[src/rtl/stack_pkg.sv]
// Shared definitions for the stack host controller.
// Contents: FSM state encoding, response error codes, parameter defaults and
// the timer-width helper used by the controller and its wait timer.
package stack_pkg;

    localparam int DEPTH_DEF       = 128;
    localparam int STROBE_CYC_DEF  = 2;
    localparam int TIMEOUT_CYC_DEF = 64;

    typedef enum logic [2:0] {
        ST_IDLE      = 3'd0,
        ST_PUSH_DRV  = 3'd1,
        ST_PUSH_WAIT = 3'd2,
        ST_POP_STB   = 3'd3,
        ST_POP_WAIT  = 3'd4,
        ST_RESP      = 3'd5
    } state_t;

    typedef enum logic [1:0] {
        ERR_OK      = 2'd0,
        ERR_FULL    = 2'd1,
        ERR_EMPTY   = 2'd2,
        ERR_TIMEOUT = 2'd3
    } err_t;

    // The timer must be able to hold the full timeout value itself.
    function automatic int timer_width(input int timeout_cyc);
        return $clog2(timeout_cyc + 1);
    endfunction

endpackage

[src/rtl/stack_wait_timer.sv]
// Down-counting wait timer shared by the strobe-length and timeout counts.
// Ports:
//   clk, rst   clock and synchronous active-high reset
//   load       load load_val (has priority over counting)
//   load_val   start value; the timer expires load_val+1 enabled cycles later
//   en         count enable
//   expire     high in an enabled cycle in which the count has reached zero
module stack_wait_timer #(
    parameter int W = 7
) (
    input  logic         clk,
    input  logic         rst,
    input  logic         load,
    input  logic [W-1:0] load_val,
    input  logic         en,
    output logic         expire
);

    logic [W-1:0] count;

    always_ff @(posedge clk) begin
        if (rst) begin
            count <= '0;
        end else if (load) begin
            count <= load_val;
        end else if (en && (count != '0)) begin
            count <= count - 1'b1;
        end
    end

    // Not gated by load: the controller reloads in the same cycle the
    // strobe count expires, and gating would create a combinational loop.
    assign expire = en && (count == '0);

endmodule

[src/rtl/stack_host_ctrl.sv]
// Host-side controller for the pin-level push/pop stack device.
// Accepts push/pop commands on a ready/valid port, drives the device strobes
// and data bus, keeps a shadow occupancy count and returns pop data or an
// error code on a one-cycle response pulse.
// Ports:
//   clk, rst                   clock, synchronous active-high reset
//   cmd_valid/ready/pop/data   command port (pop=1 pop, pop=0 push)
//   rsp_valid/data/err         response pulse, popped byte, error code
//   stk_push/pop/dout/doe      strobes and driven bus toward the device
//   stk_din/done/empty/full    bus read data and status from the device
//   occupancy                  shadow entry count
//   desync                     sticky shadow-vs-device flag mismatch
//
// state     | meaning
// ----------+------------------------------------------------------------
// IDLE      | ready for a command; flags compared against shadow count
// PUSH_DRV  | bus driven, push strobe held for STROBE_CYC cycles
// PUSH_WAIT | bus still driven, waiting for done or timeout
// POP_STB   | bus released, pop strobe held for STROBE_CYC cycles
// POP_WAIT  | waiting for done (data captured then) or timeout
// RESP      | one-cycle response pulse
module stack_host_ctrl
    import stack_pkg::*;
#(
    parameter int DEPTH       = DEPTH_DEF,
    parameter int STROBE_CYC  = STROBE_CYC_DEF,
    parameter int TIMEOUT_CYC = TIMEOUT_CYC_DEF
) (
    input  logic       clk,
    input  logic       rst,
    input  logic       cmd_valid,
    output logic       cmd_ready,
    input  logic       cmd_pop,
    input  logic [7:0] cmd_data,
    output logic       rsp_valid,
    output logic [7:0] rsp_data,
    output logic [1:0] rsp_err,
    output logic       stk_push,
    output logic       stk_pop,
    output logic [7:0] stk_dout,
    output logic       stk_doe,
    input  logic [7:0] stk_din,
    input  logic       stk_done,
    input  logic       stk_empty,
    input  logic       stk_full,
    output logic [7:0] occupancy,
    output logic       desync
);

    localparam int TW = timer_width(TIMEOUT_CYC);
    localparam logic [TW-1:0] STB_LOAD = TW'(STROBE_CYC - 1);
    localparam logic [TW-1:0] TMO_LOAD = TW'(TIMEOUT_CYC);
    localparam logic [7:0]    DEPTH_V  = 8'(DEPTH);

    state_t      state, state_next;
    err_t        err_q, err_next;
    logic [7:0]  push_data_q;
    logic [7:0]  rsp_data_q;
    logic [7:0]  occ_q;
    logic        desync_q;

    logic          tmr_load;
    logic [TW-1:0] tmr_val;
    logic          tmr_en;
    logic          tmr_expire;

    logic accept;
    logic occ_inc;
    logic occ_dec;
    logic capture;
    logic occ_zero;
    logic occ_full;

    assign occ_zero = (occ_q == 8'd0);
    assign occ_full = (occ_q == DEPTH_V);

    stack_wait_timer #(.W(TW)) u_timer (
        .clk      (clk),
        .rst      (rst),
        .load     (tmr_load),
        .load_val (tmr_val),
        .en       (tmr_en),
        .expire   (tmr_expire)
    );

    always_ff @(posedge clk) begin
        if (rst) begin
            state <= ST_IDLE;
        end else begin
            state <= state_next;
        end
    end

    always_comb begin
        state_next = state;
        err_next   = err_q;
        tmr_load   = 1'b0;
        tmr_val    = '0;
        tmr_en     = 1'b0;
        accept     = 1'b0;
        occ_inc    = 1'b0;
        occ_dec    = 1'b0;
        capture    = 1'b0;
        cmd_ready  = 1'b0;
        stk_push   = 1'b0;
        stk_pop    = 1'b0;
        stk_doe    = 1'b0;
        rsp_valid  = 1'b0;

        case (state)
            ST_IDLE: begin
                cmd_ready = 1'b1;
                if (cmd_valid) begin
                    accept = 1'b1;
                    if (!cmd_pop) begin
                        if (occ_full || stk_full) begin
                            err_next   = ERR_FULL;
                            state_next = ST_RESP;
                        end else begin
                            err_next   = ERR_OK;
                            tmr_load   = 1'b1;
                            tmr_val    = STB_LOAD;
                            state_next = ST_PUSH_DRV;
                        end
                    end else begin
                        if (occ_zero || stk_empty) begin
                            err_next   = ERR_EMPTY;
                            state_next = ST_RESP;
                        end else begin
                            err_next   = ERR_OK;
                            tmr_load   = 1'b1;
                            tmr_val    = STB_LOAD;
                            state_next = ST_POP_STB;
                        end
                    end
                end
            end

            ST_PUSH_DRV: begin
                stk_push = 1'b1;
                stk_doe  = 1'b1;
                tmr_en   = 1'b1;
                if (tmr_expire) begin
                    tmr_load   = 1'b1;
                    tmr_val    = TMO_LOAD;
                    state_next = ST_PUSH_WAIT;
                end
            end

            ST_PUSH_WAIT: begin
                stk_doe = 1'b1;
                tmr_en  = 1'b1;
                if (stk_done) begin
                    occ_inc    = 1'b1;
                    state_next = ST_RESP;
                end else if (tmr_expire) begin
                    err_next   = ERR_TIMEOUT;
                    state_next = ST_RESP;
                end
            end

            ST_POP_STB: begin
                stk_pop = 1'b1;
                tmr_en  = 1'b1;
                if (tmr_expire) begin
                    tmr_load   = 1'b1;
                    tmr_val    = TMO_LOAD;
                    state_next = ST_POP_WAIT;
                end
            end

            ST_POP_WAIT: begin
                tmr_en = 1'b1;
                if (stk_done) begin
                    capture    = 1'b1;
                    occ_dec    = 1'b1;
                    state_next = ST_RESP;
                end else if (tmr_expire) begin
                    err_next   = ERR_TIMEOUT;
                    state_next = ST_RESP;
                end
            end

            ST_RESP: begin
                rsp_valid  = 1'b1;
                state_next = ST_IDLE;
            end

            default: begin
                state_next = ST_IDLE;
            end
        endcase
    end

    always_ff @(posedge clk) begin
        if (rst) begin
            err_q       <= ERR_OK;
            push_data_q <= 8'd0;
            rsp_data_q  <= 8'd0;
            occ_q       <= 8'd0;
            desync_q    <= 1'b0;
        end else begin
            err_q <= err_next;
            if (accept) begin
                push_data_q <= cmd_data;
                rsp_data_q  <= 8'd0;
            end
            if (capture) begin
                rsp_data_q <= stk_din;
            end
            if (occ_inc && !occ_full) begin
                occ_q <= occ_q + 8'd1;
            end else if (occ_dec && !occ_zero) begin
                occ_q <= occ_q - 8'd1;
            end
            if ((state == ST_IDLE) &&
                ((occ_zero != stk_empty) || (occ_full != stk_full))) begin
                desync_q <= 1'b1;
            end
        end
    end

    // Bus and response fields are forced to zero outside their owning states
    // so nothing stale is presented to the device or the core.
    assign stk_dout  = stk_doe ? push_data_q : 8'd0;
    assign rsp_data  = rsp_valid ? rsp_data_q : 8'd0;
    assign rsp_err   = rsp_valid ? err_q : ERR_OK;
    assign occupancy = occ_q;
    assign desync    = desync_q;

endmodule

[config.mk]
export PLATFORM = sky130hd
export DESIGN_NAME = stack_host_ctrl
export DESIGN_NICKNAME = d
export VERILOG_FILES = /design/src/rtl/stack_pkg.sv /design/src/rtl/stack_wait_timer.sv /design/src/rtl/stack_host_ctrl.sv
export SDC_FILE = /design/constraint.sdc
export NUM_CORES = 1
export LEC_CHECK = 0
export ABC_CLOCK_PERIOD_IN_PS = 7700
export CAP_MARGIN = 25
export CORE_ASPECT_RATIO = 2
export CORE_UTILIZATION = 24
export DETAILED_ROUTE_END_ITERATION = 8
export HOLD_SLACK_MARGIN = 0.02
export SLEW_MARGIN = 20
export SYNTH_ARGS = -nofsm -noshare
export SYNTH_HDL_FRONTEND = slang
export SYNTH_SLANG_ARGS = --single-unit
[constraint.sdc]
create_clock -name clk -period 7.7 [get_ports clk]
set_input_delay 1.54 -clock clk [delete_from_list [all_inputs] [get_ports clk]]
set_output_delay 1.54 -clock clk [all_outputs]
set_load 0.1 [all_outputs]
==> out/metrics.json <==
{
  "synth_fp_nets": 308,
  "min_path_type": "reg2reg",
  "synth.ff_latch_count": 37,
  "grt_setup_unrepaired": "false",
  "grt_antenna_before_repair": 0,
  "tritoncts": "yes",
  "i_o_pin_cnt": 55,
  "start_kind": "register",
  "period_share": 0.5817,
  "die_w_um": 70.52,
  "power.density_cell_area_mw_per_mm2": 469.9,
  "worst-endpoint-arrival_ns": 2.94,
  "synthMostInstantiatedCell": "sky130_fd_sc_hd__dfxtp_1",
  "clkSlewWorstSetupHoldPaths_ns": 0.05,
  "timing.critical_path.cells": "xnor2_1 -> nor2_1 -> and2_1 -> clkdlybuf4s50_1",
  "post_synth_main_area_contributors": "sky130_fd_sc_hd__dfxtp_1 (33%), sky130_fd_sc_hd__ha_1 (5.6%), sky130_fd_sc_hd__nor2_1 (5.5%), sky130_fd_sc_hd__and2_1 (5.3%), sky130_fd_sc_hd__nand2_1 (4.3%)",
  "routability_congestion": 0.8111,
  "row_count": 49,
  "critPathKind": "reg2out",
  "synth_flop_cell": "sky130_fd_sc_hd__dfxtp_1",
  "synth_top_family_by_area": "simple AND/OR/NAND/NOR gates",
  "fin_setup_tns_ns": 0,
  "clock_latency_ns": 0.28,
  "tightest_slew_ns": 1.013,
  "post-synth-top-area-fraction": 0.3287,
  "yosysWarningCount": 0,
  "synth-compound-area-share": 0.2010,
  "drtAntennaViolNets": 0,
  "drc": 2,
  "post_synth.cell_area_avg_um2": 8.224,
  "cts_inserted_buffers": 5,
  "post_synth_mux_area_share": 0.03165,
  "cp_max_fo": 19,
  "grt_pass1_wl_mm": 10.54,
  "holdWs_ns": 0.4486,
  "clock_tree.htree_level_count": 2,
  "layout-drive-gt1-share": 0.06211,
  "postCtsResizedCells": 0,
  "violations_in_the_final_reports": "design-rule violations",
  "die_area_mm2": 0.009804,
  "final_core_util": 0.3289,
  "slew-limit-headroom": 0.3224,
  "report.final.hold_viol_count": 0,
  "maxCapViolations": 0,
  "route.vias.total": 2119,
  "routed_wire_length_per_instance_um": 14.54,
  "global_route.overflow_total": 0,
  "clock-sinks": 37,
  "antenna_cells_inserted": 0,
  "crit_path_top_delay_cell": "sky130_fd_sc_hd__clkdlybuf4s50_1",
  "top_usage_layer": "met2",
  "floorplan.initialDensity": 0.2483,
  "min_period_ns": 4.479,
  "final.setup_skew_ns": 0.001641,
  "grt_start_max_net_pins": 33,
  "slew_viol_final": 0,
  "dr.pass1.iters": 6,
  "global_route.usage.met1": 0.1432,
  "run_status": "complete, but fails checks",
  "design.core.area_mm2": 0.009074,
  "first_global_vias": 2137,
  "postCtsHoldBufs": 0,
  "post-cts-setup-buffers": 0,
  "setup_violations": 0,
  "synth.cells.most_frequent": "sky130_fd_sc_hd__dfxtp_1 (37), sky130_fd_sc_hd__nor2_1 (33), sky130_fd_sc_hd__nand2_1 (26)",
  "ys_seq_area_frac": 0.3287,
  "io_buffer_count": 54,
  "die_height_um": 139.0,
  "routed_wirelength_mm": 6.167,
  "endpoint_kind": "primary output",
  "yosys.area.top_type": "sky130_fd_sc_hd__dfxtp_1",
  "drt_iter0_markers": 143,
  "synth-edff-count": 0,
  "netlist_area_pre_place_mm2": 0.002253,
  "globalRouteTotalUtil": 0.1373,
  "met3_usage": 0.02108,
  "fmax_mhz": 223.2,
  "finalPower_uw": 1402,
  "path_buf_inv": 1,
  "worst_path_largest_cell_delay_ns": 1.16,
  "synth.distinct_cells": 55,
  "postSynthCellCount": 274,
  "cts_root_buffer": "sky130_fd_sc_hd__clkbuf_16",
  "deepest_clock_path_buffer_count": 2,
  "cpLargestDelayFamily": "buffers and inverters",
  "synthXorXnorAreaFrac": 0.03498,
  "timing.critical_path.required_ns": 6.16,
  "async_set_or_reset_register_ratio_after_synthesis": 0,
  "power.static_leakage_uw": 0.001124,
  "post-dp-hpwl_mm": 4.747,
  "met2_track_demand_over_resource_in_global_routing": 0.2586,
  "nNetsFinal": 357,
  "worst_vdd_rail_ir_drop_v": 0.0001968,
  "synthSimpleGateAreaFrac": 0.2876,
  "route.detailed.vias_per_inst": 4.998,
  "area_delta_synth_final_pct": 32.43,
  "synth_fa_ha_area_frac": 0.06441
}
report_power, final:
group / switching (µW) / internal [µW] / leakage, µW
clock: 74.6 / 116 / 0.0000655
combinational: 601 / 297 / 0.000756
sequential: 72.4 / 242 / 0.000302
total: 748 / 654 / 0.00112
logic make-up after synthesis:
| family | count (synthesis) |
|---|---|
| buf+inv | 24 |
| mux | 7 |
| fa+ha+maj | 11 |
| compound gates | 65 |
| flops | 37 |
| xor+xnor | 9 |
| simple gates | 121 |
tightest hold or removal path, stage by stage (launching register included):
cell,delay (ns)
sky130_fd_sc_hd__dfxtp_1,0.30
sky130_fd_sc_hd__nand2_1,0.05
sky130_fd_sc_hd__a21oi_1,0.05
placed cells by master, fill, tap and decap left out, types with 5 or more instances in the layout:
| cell | Yosys | final |
|---|---|---|
| sky130_fd_sc_hd__dfxtp_1 | 37 | 37 |
| sky130_fd_sc_hd__nor2b_1 | 5 | 5 |
| sky130_fd_sc_hd__a22oi_1 | 9 | 9 |
| sky130_fd_sc_hd__nand3_1 | 5 | 5 |
| sky130_fd_sc_hd__o21ai_0 | 12 | 12 |
| sky130_fd_sc_hd__clkbuf_16 | 0 | 5 |
| sky130_fd_sc_hd__a21oi_1 | 16 | 16 |
| sky130_fd_sc_hd__nor2_1 | 33 | 33 |
| sky130_fd_sc_hd__and2_1 | 19 | 19 |
| sky130_fd_sc_hd__mux2i_1 | 6 | 6 |
| sky130_fd_sc_hd__a211oi_1 | 5 | 5 |
| sky130_fd_sc_hd__inv_1 | 11 | 11 |
| sky130_fd_sc_hd__nand2_1 | 26 | 26 |
| sky130_fd_sc_hd__xnor2_1 | 5 | 5 |
| sky130_fd_sc_hd__nor3_1 | 9 | 9 |
| sky130_fd_sc_hd__clkdlybuf4s50_1 | 0 | 54 |
| sky130_fd_sc_hd__ha_1 | 10 | 10 |
sequential cells by signal (all words and copies together) (netlist names):
name and cells:
state 3, desync 1, occupancy 8, rsp_data_q 8
push_data_q 8, err_q 2, u_timer.count 7
metal layers:
metal / part of all wire / up-vias
met5: 0 / -
met2: 0.57 / 38
met3: 0.028 / 9
met4: 0.026 / 0
met1: 0.38 / 1003
li1: - / 1069
metrics by stage:
stage               area (µm²)  std cells  setup slack [ns]
detailed placement        2854        418             3.182
CTS                       2984        424             3.193
global route              2984        424             3.036
finish                    2984        424             3.221
floorplan                 2253        274             3.104
global placement          2854        418             3.246
final cells by class:
| class | count | area, µm² |
|---|---|---|
| fill | 970 | 6090 |
| clock inverter | 1 | 5.005 |
| multi-input combinational | 213 | 1396 |
| inverter | 11 | 41.29 |
| timing repair buffer | 55 | 548.0 |
| tap | 102 | 127.6 |
| sequential | 37 | 740.7 |
| clock buffer | 5 | 125.1 |
worst paths after layout:
path	cells after the start	endpoint	startpoint	slack, ns
setup / recovery	4	stk_dout[0]	state[0]$_SDFFE_PP0P_	3.22
hold / removal	2	push_data_q[2]$_SDFFE_PP0P_	push_data_q[2]$_SDFFE_PP0P_	0.45
setup reg to reg	9	occupancy[7]$_SDFFE_PP0P_	state[1]$_SDFFE_PP0P_	4.65
hold reg to reg	2	push_data_q[2]$_SDFFE_PP0P_	push_data_q[2]$_SDFFE_PP0P_	0.45
(Power assumes the default switching activity.)
